==> config.mk <==
export PLATFORM = sky130hd
export DESIGN_NAME = level_sensor_conditioner
export DESIGN_NICKNAME = d
export VERILOG_FILES = /design/src/rtl/level_sensor_conditioner.sv
export SDC_FILE = /design/constraint.sdc
export NUM_CORES = 1
export LEC_CHECK = 0
export CORE_MARGIN = 2
export CORE_UTILIZATION = 55
export CTS_BUF_LIST = sky130_fd_sc_hd__clkbuf_8
export DETAILED_ROUTE_END_ITERATION = 8
export PLACE_DENSITY = 0.86
export SLEW_MARGIN = 20
export SYNTH_ARGS = -nofsm -noshare
export SYNTH_HDL_FRONTEND = slang
export SYNTH_SLANG_ARGS = --single-unit
==> constraint.sdc <==
create_clock -name clk -period 3.65 [get_ports clk]
set_clock_uncertainty 0.15 [all_clocks]
set_input_delay 0.73 -clock clk [delete_from_list [all_inputs] [get_ports clk]]
set_output_delay 0.73 -clock clk [all_outputs]
set_load 0.005 [all_outputs]
==> src/rtl/level_sensor_conditioner.sv <==
// rtl/level_sensor_conditioner.sv - float-switch synchroniser, debouncer and level validity FSM
//
// Conditions three raw float-switch inputs (thermometer code, bit0 = lowest)
// into a clean, held fill level for the pump logic.
//
// Ports:
//   clk     in  1  system clock
//   rst_n   in  1  asynchronous active-low reset
//   x_raw   in  3  raw level sensors, asynchronous to clk, 1 = wet
//   level   out 3  conditioned level: 000, 001, 011 or 111 only
//   valid   out 1  level is trustworthy (pumps run only while high)
//   fault   out 1  sticky illegal-pattern fault, cleared only by reset
//   change  out 1  one-cycle pulse in the first cycle a new level is shown
module level_sensor_conditioner #(
    parameter int DEB_CYCLES   = 16,
    parameter int FAULT_CYCLES = 64
) (
    input  logic       clk,
    input  logic       rst_n,
    input  logic [2:0] x_raw,
    output logic [2:0] level,
    output logic       valid,
    output logic       fault,
    output logic       change
);

    localparam int DW = $clog2(DEB_CYCLES + 1);
    localparam int IW = $clog2(DEB_CYCLES + 3);
    localparam int FW = $clog2(FAULT_CYCLES + 1);

    typedef enum logic [1:0] {
        ST_INIT,
        ST_OK,
        ST_SUSPECT,
        ST_FAULT
    } state_t;

    state_t state, state_d;

    logic [2:0]           s1, s2, stable;
    logic [2:0][DW-1:0]   deb_cnt;
    logic [IW-1:0]        init_cnt, init_cnt_d;
    logic [FW-1:0]        fault_cnt, fault_cnt_d;
    logic [2:0]           level_d;
    logic                 valid_d, fault_d, change_d;
    logic                 stable_legal;

    // Two-flop synchroniser per bit.
    always_ff @(posedge clk or negedge rst_n) begin
        if (!rst_n) begin
            s1 <= 3'b000;
            s2 <= 3'b000;
        end else begin
            s1 <= x_raw;
            s2 <= s1;
        end
    end

    // Per-bit debounce. Any cycle of agreement clears the count, so only an
    // unbroken run of DEB_CYCLES disagreeing samples moves the stable bit.
    // The count is cleared on acceptance and therefore never exceeds
    // DEB_CYCLES-1.
    always_ff @(posedge clk or negedge rst_n) begin
        if (!rst_n) begin
            deb_cnt <= '0;
            stable  <= 3'b000;
        end else begin
            for (int b = 0; b < 3; b++) begin
                if (s2[b] == stable[b]) begin
                    deb_cnt[b] <= '0;
                end else if (deb_cnt[b] == DW'(DEB_CYCLES - 1)) begin
                    stable[b]  <= s2[b];
                    deb_cnt[b] <= '0;
                end else begin
                    deb_cnt[b] <= deb_cnt[b] + 1'b1;
                end
            end
        end
    end

    assign stable_legal = (stable == 3'b000) || (stable == 3'b001) ||
                          (stable == 3'b011) || (stable == 3'b111);

    // State and output registers.
    always_ff @(posedge clk or negedge rst_n) begin
        if (!rst_n) begin
            state     <= ST_INIT;
            init_cnt  <= '0;
            fault_cnt <= '0;
            level     <= 3'b000;
            valid     <= 1'b0;
            fault     <= 1'b0;
            change    <= 1'b0;
        end else begin
            state     <= state_d;
            init_cnt  <= init_cnt_d;
            fault_cnt <= fault_cnt_d;
            level     <= level_d;
            valid     <= valid_d;
            fault     <= fault_d;
            change    <= change_d;
        end
    end

    always_comb begin
        state_d     = state;
        init_cnt_d  = init_cnt;
        fault_cnt_d = fault_cnt;
        level_d     = level;
        valid_d     = valid;
        fault_d     = fault;
        change_d    = 1'b0;
        case (state)
            ST_INIT: begin
                // Wait long enough for the debouncers to settle on the
                // first real sample before trusting the stable word.
                init_cnt_d = init_cnt + 1'b1;
                if (init_cnt == IW'(DEB_CYCLES + 1)) begin
                    init_cnt_d = '0;
                    if (stable_legal) begin
                        state_d = ST_OK;
                        level_d = stable;
                        valid_d = 1'b1;
                    end else begin
                        state_d     = ST_SUSPECT;
                        fault_cnt_d = FW'(1);
                    end
                end
            end
            ST_OK: begin
                if (stable_legal) begin
                    level_d  = stable;
                    change_d = (stable != level);
                end else begin
                    state_d     = ST_SUSPECT;
                    fault_cnt_d = FW'(1);
                end
            end
            ST_SUSPECT: begin
                // Legal check comes first so a pattern settling on the
                // terminal cycle still recovers instead of faulting.
                if (stable_legal) begin
                    state_d     = ST_OK;
                    level_d     = stable;
                    valid_d     = 1'b1;
                    fault_cnt_d = '0;
                    change_d    = (stable != level);
                end else if (fault_cnt == FW'(FAULT_CYCLES - 1)) begin
                    state_d     = ST_FAULT;
                    valid_d     = 1'b0;
                    fault_d     = 1'b1;
                    fault_cnt_d = FW'(FAULT_CYCLES);
                end else begin
                    fault_cnt_d = fault_cnt + 1'b1;
                end
            end
            ST_FAULT: begin
                valid_d = 1'b0;
                fault_d = 1'b1;
            end
            default: begin
                state_d = ST_INIT;
            end
        endcase
    end

endmodule

==> impl_metrics.yaml <==
power:
  p_int_uw: 776.9
  totalPowerFinal_uw: 1122
  p_seq_share_pct: 51.6
  powerDensity_nw_per_um2: 484.6
  clkPwrFrac_pct: 25.6
  p_leak_uw: 0.001105
  sw_frac_of_total_pct: 30.73
  pwr-share-comb_pct: 22.8
  peakVddDrop_mv: 0.3002
  switchingPower_uw: 344.7
clock_network:
  clock-root-buffer: "clkbuf_8"
  clkTransAtPathRegs_ns: 0.08
  post_cts_buffers: 0
  cts_buffer_depth: 2
  htree_levels: 2
  cts_tree: "yes"
  cts_inserted_buffers: 5
  cts_resized: 0
  cts_sinks: 44
  hold_buffers: 0
  clkLatencyLatePin_ns: 0.30
final_layout:
  n_fill_cell: 286
  syn_to_final_growth_pct: 10.32
  layout.nets: 216
  n_antenna_cell: 0
  seqCellArea_um2: 1101
  utilization_pct: 63.23
  drive_gt1_share_pct: 10.50
  multi_input_area_um2: 958.4
worst_setup_path:
  critical_path_class: "reg2reg"
  rr_worst_depth: 5
  r2r_start: "state[0]"
  r2r_end: "level[2]"
  regToRegSetupSlack_ns: 1.41
  critPathRequiredTime_ns: 3.68
  end_kind: "register"
  worstPathMaxFanout: 12
  cp-start-kind: "register"
  arrival_ns: 2.27
place:
  place_congestion: 0.8417
  dp_hpwl_mm: 2.494
  io_buffers: 10
  place_ws_ns: 1.467
sta:
  rsz0062_at_grt: "no"
  tightest_slew_ns: 0.9354
  fmax_ghz: 0.4464
  drv_slew: 0
  slew_headroom_pct: 37.64
  fin_crit_sh_pct: 61.37
  setup_viol: 0
  setup_tns_ns: 0
  period_needed_ns: 2.240
  fin_ws_ns: 1.410
  hold_viol: 0
global_route:
  grt_pass1_wl_mm: 6.016
  grt_max_degree: 45
  grt_pass1_vias: 1383
  grt_usage_pct: 18.31
  overflow: 0
  antenna_found_initial: 0
synth:
  ys_types: 41
  synth_area_per_cell_um2: 11.28
  synthesis.area_um2: 2098
  synth_cells: 186
  synth_edf_count: 0
  synth.most_common_cell: "dfrtp_1"
  seq_area_frac_synth_pct: 52.47
  synth_flop_cell: "dfrtp_1"
  ys_warn_count: 0
  synth_top_area_share_pct: 52.47
  synth.area.top_cells: "dfrtp_1 (52%), ha_1 (6.6%), xor2_1 (5.0%), mux2_2 (3.8%), nand3_1 (3.1%)"
  synth_seq_cells: 44
  synth.largest_area_cell: "dfrtp_1"
  synthTopCellsByCount: "dfrtp_1 (44), nor2_1 (17), nand3_1 (13)"
  syn_nets: 202
  async_flop_share_pct: 100.0
worst_hold_path:
  hp-class: "reg2reg"
  hp-start: "s1[1]"
  min_to: "s2[1]"
  whs_path_depth: 0
routing:
  avgRoutedWirePerCell_um: 13.88
  vias: 1406
  drt_iter0_markers: 92
  ant_nets: 0
  totalWireLength_mm: 3.443
  post-route-drc-count: 0
  dr.pass1.iters: 4
  vias_per_cell: 5.669
floorplan:
  ioPinCount: 11
  dieArea_um2: 4325
  num_rows: 22
  core_um2: 3661
  die_w_um: 65.77
  die_h_um: 65.77
  start_util_pct: 57.31
job:
  drv_cap: 0
status:
  status: "finished clean"
## final cells by class
type | instances | area share (%)
clock inverters | 2 | 0.5405
flip-flops and latches | 44 | 47.57
repair buffers | 10 | 4.108
well taps | 48 | 2.595
inverters | 5 | 0.8108
clock buffers | 5 | 2.973
multi-input cells | 134 | 41.41
## stage by stage
step | hold WS [ns] | std cells | instance area [um^2]
2_1_floorplan | 0.1812 | 186 | 2098
3_3_place_gp | 0.1854 | 241 | 2233
3_5_place_dp | 0.1847 | 241 | 2233
4_1_cts | 0.2022 | 248 | 2315
5_1_grt | 0.2099 | 248 | 2315
6_report | 0.2015 | 248 | 2315
## worst max path at each step
stage / from / end / slack [ns] / cells after the start
global placement: state[0] / level[2] / 1.58 / 5
floorplan: init_cnt[1] / fault_cnt[5] / 1.69 / 7
detailed placement: state[0] / level[2] / 1.47 / 5
finish: state[0] / level[2] / 1.41 / 5
global route: state[0] / level[1] / 1.35 / 5
CTS: state[0] / level[2] / 1.45 / 5
## power by group through the flow
stage,Sequential (uW),Combinational [uW],Clock (uW)
global placement,583,239,0
detailed placement,587,254,0
finish,579,256,287
floorplan,576,195,0
CTS,577,254,291
global route,583,284,316
## critical path: stages (launching register included)
cell	delay, ns
dfrtp_1	0.45
inv_1	0.12
ha_1	0.36
and2_2	0.25
nor3_1	0.39
mux2_2	0.39
## routing by layer
metal | GRT usage (%) | part of all wire (%)
met1 | 24.43 | 48
met2 | 28.66 | 46
met3 | 4.281 | 3.7
met4 | 7.813 | 1.6
met5 | 0 | 0
## state kept, by name (all words and copies together), names as in the netlist, 2 cells and up
signal / flops
state: 2
level: 3
s2: 3
fault_cnt: 7
stable: 3
init_cnt: 5
deb_cnt: 15
s1: 3
## cells by family after synthesis
kind of cell	share of synthesized area, %
adders and majority gates	6.559
DFF	52.47
buffers and inverters	1.848
AOI/OAI and AO/OA	11.33
and+or+nand+nor	18.13
xor gates and xnor gates	5.426
muxes	4.234
## placed cells by master, fill, tap and decap left out, drive strengths merged, types with 2 or more instances in the layout
master	n
a21oi	6
a221o	2
a2bb2oi	2
and2	7
and3	5
clkbuf	5
clkdlybuf4s50	9
dfrtp	44
ha	11
inv	5
mux2	7
nand2	5
nand2b	2
nand3	13
nand4	2
nor2	17
nor2b	4
nor3	5
nor4b	2
o211ai	4
o21ai	12
or4	2
xor2	12
(Power assumes the default switching activity.)
